`src/rtl/instr_fetch_ctrl_pkg.sv`:
```
// Shared definitions for the instruction fetch controller: marker words, limits, state encoding,
// and the saturating word-count helper.
package instr_fetch_ctrl_pkg;

   localparam int          IWIDTH_DEF      = 32;
   localparam int          FIFO_DEPTH_DEF  = 4;
   localparam logic [31:0] START_WORD_DEF  = 32'hA5A5_0001;
   localparam logic [31:0] STOP_WORD_DEF   = 32'hA5A5_00FF;
   localparam int          SEEK_MAX_DEF    = 64;
   localparam int          ACK_TIMEOUT_DEF = 8;
   localparam int          CNT_W           = 16;

   typedef enum logic [2:0] {
      ST_IDLE      = 3'd0,
      ST_SEEK_REQ  = 3'd1,
      ST_SEEK_WAIT = 3'd2,
      ST_RUN_REQ   = 3'd3,
      ST_RUN_WAIT  = 3'd4,
      ST_DONE      = 3'd5,
      ST_ERROR     = 3'd6
   } fetch_state_e;

   function automatic logic [CNT_W-1:0] sat_inc(input logic [CNT_W-1:0] v);
      return (v == {CNT_W{1'b1}}) ? v : v + {{(CNT_W-1){1'b0}}, 1'b1};
   endfunction

endpackage

```
`src/rtl/instr_fetch_ctrl_if.sv`:
```
// Transmitter link (syn/instr/ack) and decode-stage link (instr/valid/ready) of the fetch controller.
// master = controller side, slave = transmitter + consumer side.
interface instr_fetch_ctrl_if
   import instr_fetch_ctrl_pkg::*;
#(
   parameter int IWIDTH = IWIDTH_DEF
) ();
   logic              f_o_syn;
   logic [IWIDTH-1:0] f_i_instr;
   logic              f_i_ack;
   logic [IWIDTH-1:0] f_o_instr;
   logic              f_o_valid;
   logic              f_i_ready;

   modport master (
      output f_o_syn, f_o_instr, f_o_valid,
      input  f_i_instr, f_i_ack, f_i_ready
   );

   modport slave (
      input  f_o_syn, f_o_instr, f_o_valid,
      output f_i_instr, f_i_ack, f_i_ready
   );
endinterface

```
`src/rtl/instr_fetch_ctrl_fifo.sv`:
```
// instr_fifo: first-word-fall-through ring buffer; a push is visible at the head the next cycle.
// Push is refused when full; pop on empty is ignored; flush empties it synchronously.
module instr_fifo
   import instr_fetch_ctrl_pkg::*;
#(
   parameter int IWIDTH     = IWIDTH_DEF,
   parameter int FIFO_DEPTH = FIFO_DEPTH_DEF
) (
   input  logic              f_clk,
   input  logic              f_rst,
   input  logic              flush,
   input  logic              push_vld,
   input  logic [IWIDTH-1:0] push_dat,
   input  logic              pop_rdy,
   output logic [IWIDTH-1:0] head_dat,
   output logic              head_vld,
   output logic              full
);
   localparam int AW = $clog2(FIFO_DEPTH);

   logic [IWIDTH-1:0] mem_q [FIFO_DEPTH];
   logic [AW-1:0]     wr_ptr_q, wr_ptr_d, rd_ptr_q, rd_ptr_d;
   logic [AW:0]       occ_q, occ_d;
   logic              push_ok, pop_ok;

   assign head_vld = (occ_q != '0);
   assign full     = (occ_q == (AW+1)'(FIFO_DEPTH));
   assign head_dat = head_vld ? mem_q[rd_ptr_q] : '0;
   assign push_ok  = push_vld && !full;
   assign pop_ok   = pop_rdy && head_vld;

   always_comb begin
      wr_ptr_d = wr_ptr_q;
      rd_ptr_d = rd_ptr_q;
      occ_d    = occ_q;
      if (flush) begin
         wr_ptr_d = '0;
         rd_ptr_d = '0;
         occ_d    = '0;
      end else begin
         if (push_ok) wr_ptr_d = wr_ptr_q + AW'(1);
         if (pop_ok)  rd_ptr_d = rd_ptr_q + AW'(1);
         case ({push_ok, pop_ok})
            2'b10:   occ_d = occ_q + (AW+1)'(1);
            2'b01:   occ_d = occ_q - (AW+1)'(1);
            default: occ_d = occ_q;
         endcase
      end
   end

   always_ff @(posedge f_clk or negedge f_rst) begin
      if (!f_rst) begin
         wr_ptr_q <= '0;
         rd_ptr_q <= '0;
         occ_q    <= '0;
      end else begin
         wr_ptr_q <= wr_ptr_d;
         rd_ptr_q <= rd_ptr_d;
         occ_q    <= occ_d;
      end
   end

   // Storage needs no reset: the head is masked to zero whenever the buffer is empty.
   always_ff @(posedge f_clk) begin
      if (push_ok && !flush) mem_q[wr_ptr_q] <= push_dat;
   end
endmodule

```
`src/rtl/instr_fetch_ctrl.sv`:
```
// Fetch sequencer: pulses syn, captures acked words, seeks START, buffers until STOP; 2 cycles/word.
// Requests stop while the buffer is full; a missing ack or a failed seek ends in ERROR.
module instr_fetch_ctrl
   import instr_fetch_ctrl_pkg::*;
#(
   parameter int          IWIDTH      = IWIDTH_DEF,
   parameter int          FIFO_DEPTH  = FIFO_DEPTH_DEF,
   parameter logic [31:0] START_WORD  = START_WORD_DEF,
   parameter logic [31:0] STOP_WORD   = STOP_WORD_DEF,
   parameter int          SEEK_MAX    = SEEK_MAX_DEF,
   parameter int          ACK_TIMEOUT = ACK_TIMEOUT_DEF
) (
   input  logic                f_clk,
   input  logic                f_rst,
   input  logic                f_i_start,
   instr_fetch_ctrl_if.master  bus,
   output logic                f_o_busy,
   output logic                f_o_done,
   output logic                f_o_err,
   output logic [CNT_W-1:0]    f_o_count
);
   localparam int SW = $clog2(SEEK_MAX + 1);
   localparam int TW = $clog2(ACK_TIMEOUT + 1);

   fetch_state_e     state_q, state_d;
   logic [SW-1:0]    seek_cnt_q, seek_cnt_d;
   logic [TW-1:0]    tmo_cnt_q, tmo_cnt_d;
   logic [CNT_W-1:0] count_q, count_d;
   logic             busy_q, busy_d, done_q, done_d, err_q, err_d;
   logic             flush, push, fifo_full;

   instr_fifo #(.IWIDTH(IWIDTH), .FIFO_DEPTH(FIFO_DEPTH)) u_fifo (
      .f_clk    (f_clk),
      .f_rst    (f_rst),
      .flush    (flush),
      .push_vld (push),
      .push_dat (bus.f_i_instr),
      .pop_rdy  (bus.f_i_ready),
      .head_dat (bus.f_o_instr),
      .head_vld (bus.f_o_valid),
      .full     (fifo_full)
   );

   // The request pulse lasts exactly the one cycle spent in a *_REQ state that is allowed to issue.
   assign bus.f_o_syn = (state_q == ST_SEEK_REQ) || ((state_q == ST_RUN_REQ) && !fifo_full);
   assign f_o_busy    = busy_q;
   assign f_o_done    = done_q;
   assign f_o_err     = err_q;
   assign f_o_count   = count_q;

   always_comb begin
      state_d    = state_q;
      seek_cnt_d = seek_cnt_q;
      tmo_cnt_d  = tmo_cnt_q;
      count_d    = count_q;
      flush      = 1'b0;
      push       = 1'b0;
      case (state_q)
         ST_IDLE, ST_DONE, ST_ERROR: begin
            if (f_i_start) begin
               state_d    = ST_SEEK_REQ;
               flush      = 1'b1;
               count_d    = '0;
               seek_cnt_d = '0;
               tmo_cnt_d  = '0;
            end
         end
         ST_SEEK_REQ: begin
            state_d   = ST_SEEK_WAIT;
            tmo_cnt_d = '0;
         end
         ST_RUN_REQ: begin
            tmo_cnt_d = '0;
            if (!fifo_full) state_d = ST_RUN_WAIT;
         end
         ST_SEEK_WAIT, ST_RUN_WAIT: begin
            if (bus.f_i_ack) begin
               tmo_cnt_d = '0;
               if (state_q == ST_SEEK_WAIT) begin
                  if (bus.f_i_instr == START_WORD) begin
                     state_d = ST_RUN_REQ;
                  end else begin
                     seek_cnt_d = seek_cnt_q + SW'(1);
                     state_d    = (seek_cnt_d == SW'(SEEK_MAX)) ? ST_ERROR : ST_SEEK_REQ;
                  end
               end else if (bus.f_i_instr == STOP_WORD) begin
                  state_d = ST_DONE;
               end else begin
                  push    = 1'b1;
                  count_d = sat_inc(count_q);
                  state_d = ST_RUN_REQ;
               end
            end else begin
               tmo_cnt_d = tmo_cnt_q + TW'(1);
               if (tmo_cnt_d == TW'(ACK_TIMEOUT)) state_d = ST_ERROR;
            end
         end
         default: state_d = ST_IDLE;
      endcase
      busy_d = (state_d == ST_SEEK_REQ) || (state_d == ST_SEEK_WAIT) ||
               (state_d == ST_RUN_REQ)  || (state_d == ST_RUN_WAIT);
      done_d = (state_d == ST_DONE);
      err_d  = (state_d == ST_ERROR);
   end

   always_ff @(posedge f_clk or negedge f_rst) begin
      if (!f_rst) begin
         state_q    <= ST_IDLE;
         seek_cnt_q <= '0;
         tmo_cnt_q  <= '0;
         count_q    <= '0;
         busy_q     <= 1'b0;
         done_q     <= 1'b0;
         err_q      <= 1'b0;
      end else begin
         state_q    <= state_d;
         seek_cnt_q <= seek_cnt_d;
         tmo_cnt_q  <= tmo_cnt_d;
         count_q    <= count_d;
         busy_q     <= busy_d;
         done_q     <= done_d;
         err_q      <= err_d;
      end
   end
endmodule

```
`src/flat_wrapper.sv`:
```
// flat-port wrapper written by rule: the top's interface ports become plain ports
module instr_fetch_ctrl_flat import instr_fetch_ctrl_pkg::*;
#(
   parameter int          IWIDTH      = IWIDTH_DEF,
   parameter int          FIFO_DEPTH  = FIFO_DEPTH_DEF,
   parameter logic [31:0] START_WORD  = START_WORD_DEF,
   parameter logic [31:0] STOP_WORD   = STOP_WORD_DEF,
   parameter int          SEEK_MAX    = SEEK_MAX_DEF,
   parameter int          ACK_TIMEOUT = ACK_TIMEOUT_DEF
)
  (f_clk, f_rst, f_i_start, f_o_busy, f_o_done, f_o_err, f_o_count, bus_f_o_syn, bus_f_o_instr, bus_f_o_valid, bus_f_i_instr, bus_f_i_ack, bus_f_i_ready);
  instr_fetch_ctrl_if #(.IWIDTH(IWIDTH)) bus_i ();
  input  logic f_clk;
  input  logic f_rst;
  input  logic f_i_start;
  output logic f_o_busy;
  output logic f_o_done;
  output logic f_o_err;
  output logic [CNT_W-1:0] f_o_count;
  output wire logic [$bits(bus_i.f_o_syn)-1:0] bus_f_o_syn;
  output wire logic [$bits(bus_i.f_o_instr)-1:0] bus_f_o_instr;
  output wire logic [$bits(bus_i.f_o_valid)-1:0] bus_f_o_valid;
  input wire logic [$bits(bus_i.f_i_instr)-1:0] bus_f_i_instr;
  input wire logic [$bits(bus_i.f_i_ack)-1:0] bus_f_i_ack;
  input wire logic [$bits(bus_i.f_i_ready)-1:0] bus_f_i_ready;
  assign bus_f_o_syn = bus_i.f_o_syn;
  assign bus_f_o_instr = bus_i.f_o_instr;
  assign bus_f_o_valid = bus_i.f_o_valid;
  assign bus_i.f_i_instr = bus_f_i_instr;
  assign bus_i.f_i_ack = bus_f_i_ack;
  assign bus_i.f_i_ready = bus_f_i_ready;
  instr_fetch_ctrl #(.IWIDTH(IWIDTH), .FIFO_DEPTH(FIFO_DEPTH), .START_WORD(START_WORD), .STOP_WORD(STOP_WORD), .SEEK_MAX(SEEK_MAX), .ACK_TIMEOUT(ACK_TIMEOUT)) u_core (.f_clk(f_clk), .f_rst(f_rst), .f_i_start(f_i_start), .bus(bus_i), .f_o_busy(f_o_busy), .f_o_done(f_o_done), .f_o_err(f_o_err), .f_o_count(f_o_count));
endmodule
```
`config.mk`:
```
export PLATFORM = sky130hd
export DESIGN_NAME = instr_fetch_ctrl_flat
export DESIGN_NICKNAME = d
export VERILOG_FILES = /design/src/rtl/instr_fetch_ctrl_pkg.sv /design/src/rtl/instr_fetch_ctrl_if.sv /design/src/rtl/instr_fetch_ctrl_fifo.sv /design/src/rtl/instr_fetch_ctrl.sv /design/src/flat_wrapper.sv
export SDC_FILE = /design/constraint.sdc
export NUM_CORES = 1
export LEC_CHECK = 0
export ABC_CLOCK_PERIOD_IN_PS = 2800
export CAP_MARGIN = 10
export CORE_MARGIN = 2
export CORE_UTILIZATION = 50
export DETAILED_ROUTE_END_ITERATION = 8
export PLACE_DENSITY = 0.76
export SYNTH_ARGS = -nofsm -noshare
export SYNTH_HDL_FRONTEND = slang
export SYNTH_HIERARCHICAL = 1
export SYNTH_SLANG_ARGS = --single-unit
```
`constraint.sdc`:
```
create_clock -name f_clk -period 2.8 [get_ports f_clk]
set_input_delay 0.42 -clock f_clk [delete_from_list [all_inputs] [get_ports f_clk]]
set_output_delay 0.42 -clock f_clk [all_outputs]
set_load 0.02 [all_outputs]
```
==> results by group <==
Clocking
  – Clock buffer depth: 2
  – Clock latency on the worst-skew pair: 430 ps
  – CTS Root Cell: clkbuf_16
  – Clk pin slew, worst setup/hold paths: 60 ps
  – Clock Sinks: 168
  – H-tree levels: 4
  – Post-CTS Hold Fix Bufs: 0
  – CTS buffer count: 17
  – CTS tree: built

Global routing
  – Vias in the first global route: 4782
  – GRT Util Overall: 0.2032
  – Initial antenna violation count: 1
  – Global route total overflow: 0
  – Pin count of the biggest net entering global routing: 41
  – First-pass GRT wire length: 24920 µm

Logic synthesis
  – Synth Net Count: 536
  – Post-synth top area cell: edfxtp_1
  – Dominant synthesized flop cell: edfxtp_1
  – EDFF count, synth: 128
  – Avg Cell Area, Syn: 15.43 µm²
  – FFs w/ async S/R, synth: 0.2381
  – Synthesized area: 0.007558 mm²
  – Register bit total from synthesis: 168
  – Area contributors post-synth: edfxtp_1 51%, dfrtp_1 13%, mux4_2 8.3%
  – Synth top area share: 0.5085
  – Number of library cell types mapped by synthesis: 67
  – Post-Syn Instances: 490
  – Sequential area share after synthesis: 0.6410
  – Synth warn: 6

STA
  – Fin Clk Skew: 10.03 ps
  – Final slew viol count: 0
  – Crit path time final: 2730 ps
  – Worst Slack Setup Final: 70.42 ps
  – Final Setup Violations: 0
  – Worst slew margin: 0.4016
  – Fmax: 0.3664 GHz
  – Fin crit share: 0.9749
  – Pin slew with the least headroom to its limit: 897.6 ps
  – Final Hold Viols: 0
  – Hold Slack: 128.7 ps

Die
  – Die Area: 0.01612 mm²
  – Die Wd: 127.0 µm
  – Initial Util: 0.5161
  – Ports: 90
  – Core area: 0.01464 mm²
  – Rows: 44
  – Chip height: 127.0 µm

Detailed routing
  – Average wire per standard cell: 18.88 µm
  – 1st-iter DRT viols: 455
  – DRC violations left: 0
  – Via/cell ratio: 5.647
  – Routed wire length: 15720 µm
  – Final ANT Viol Nets: 0
  – Vias: 4704
  – Drt pass-1 iters: 5

Finish
  – Area delta synth->final: 28.72%
  – Layout fillers: 1005
  – Commonest non-fill, non-tap cell in the layout: edfxtp_1
  – Most frequent cells in the layout: 128 x edfxtp_1, 80 x clkdlybuf4s50_1, 48 x buf_4
  – Ratio of cells with drive above 1 in the final layout: 0.2315
  – Nets: 681
  – Core Util, Final: 0.6644

Placed design
  – GPL Wtd Cong: 0.8396
  – # port buffers: 89
  – Dpl ws: -489.8 ps
  – HPWL Detailed: 10360 µm

Power and ir drop
  – Leak: 3.532 nW
  – P per Cell Area: 698.0 mW/mm²
  – Peak VDD IR: 0.0005126 V
  – Final total power: 6.791 mW

Setup path
  – CP Capture Type: primary output
  – Worst Path Required: 2380 ps
  – Worst EP arrival: 2310 ps
  – RR Endpoint: u_core/u_fifo/occ_q[2]
  – Worst setup path class: reg -> out
  – R2R Path Start: u_core/state_q[0]
  – Reg-to-reg setup timing slack: 360 ps
  – CP startpoint kind: register
  – R2R depth: 8
  – Worst Setup EP: bus_f_o_instr[13]
  – Worst setup startpoint: u_core/u_fifo/rd_ptr_q[0]
  – Crit-path max FO: 15

Status
  – Status: finished, final reports clean

Hold path
  – Worst min path class: in -> async

Run
  – Max-cap violations: 0
[flip-flops by register name, indices dropped and copies added, names as in the netlist]
| signal | cells |
|---|---|
| u_core/state_q | 3 |
| u_core/f_o_err | 1 |
| u_core/f_o_busy | 1 |
| u_core/f_o_done | 1 |
| u_core/u_fifo/mem_q | 128 |
| u_core/u_fifo/occ_q | 3 |
| u_core/u_fifo/rd_ptr_q | 2 |
| u_core/seek_cnt_q | 7 |
| u_core/tmo_cnt_q | 4 |
| u_core/f_o_count | 16 |
| u_core/u_fifo/wr_ptr_q | 2 |
[per-stage QoR]
step                      instances  setup TNS [ps]  instance area (µm²)
after CTS                       831               0                 9682
after detailed placement        796          -53970                 9094
after global placement          796          -43110                 9094
final                           833               0                 9729
after floorplan                 490               0                 7564
after global routing            833         -0.3026                 9729
[layout make-up]
cell class	instances	area (µm²)	share of cell area
Antenna cell	1	2.502	0.0002572
Clock buffer	18	429.2	0.04411
Clock inverter	14	126.4	0.01299
Inverter	13	48.80	0.005015
Multi-Input combinational cell	286	2546	0.2617
Sequential cell	168	4847	0.4982
Tap cell	184	230.2	0.02366
Timing Repair Buffer	149	1499	0.1541
[cell usage after synthesis, types with 8 or more instances]
library cell  instances
nand2_1              17
nor2b_1              28
o21ai_0              20
edfxtp_1            128
mux4_2               28
nand3_1              14
inv_1                13
xor2_1               20
dfrtp_1              40
buf_2                11
ha_1                  8
nor2_1               34
[what timing repair did]
item,in CTS,in global routing
pin swaps,1,2
setup buffers,3,1
gates cloned,0,0
gates resized for setup,5,10
setup endpoints to repair,29,133
[critical path, cell delays in order (launching register included)]
cell and delay [ps]:
dfrtp_2 450, buf_12 200, mux4_2 540, nor2b_4 150, clkdlybuf4s50_1 540
[worst min-delay path by stage]
stage | start | to | slack [ps] | cells past startpoint
floorplan | f_rst | u_core/f_o_busy | 120 | 0
global placement | u_core/tmo_cnt_q[2] | u_core/tmo_cnt_q[2] | 500 | 1
detailed placement | u_core/seek_cnt_q[5] | u_core/seek_cnt_q[5] | 520 | 1
CTS | f_rst | u_core/f_o_count[8] | 150 | 1
global route | f_rst | u_core/f_o_err | 190 | 1
finish | f_rst | u_core/f_o_count[8] | 130 | 1
[power by group]
part | switching (mW) | leakage (nW) | internal, mW | total [mW]
Sequential | 0.145 | 1.70 | 2.82 | 2.97
Combinational | 0.886 | 1.57 | 0.764 | 1.65
Clock | 0.947 | 0.267 | 1.23 | 2.17
Total | 1.98 | 3.53 | 4.81 | 6.79
[cell families (layout without fill, tap and decap cells)]
logic type,after synthesis,after routing,share of synthesized area
adders and majority gates,9,9,0.01589
and+or+nand+nor,157,157,0.1280
xor gates and xnor gates,24,24,0.02781
DFF,168,168,0.6410
AOI/OAI and AO/OA,63,63,0.06059
buffers and inverters,36,194,0.02814
other,0,1,0
muxes,33,33,0.09866
[metal layers]
metal,routed length (µm),share of wire,GRT usage
met5,0,0,0
met3,662,0.042,0.03880
met1,6763,0.43,0.2641
met4,259,0.016,0.08985
met2,8037,0.51,0.3365
Power figures use the tool's default switching activity.
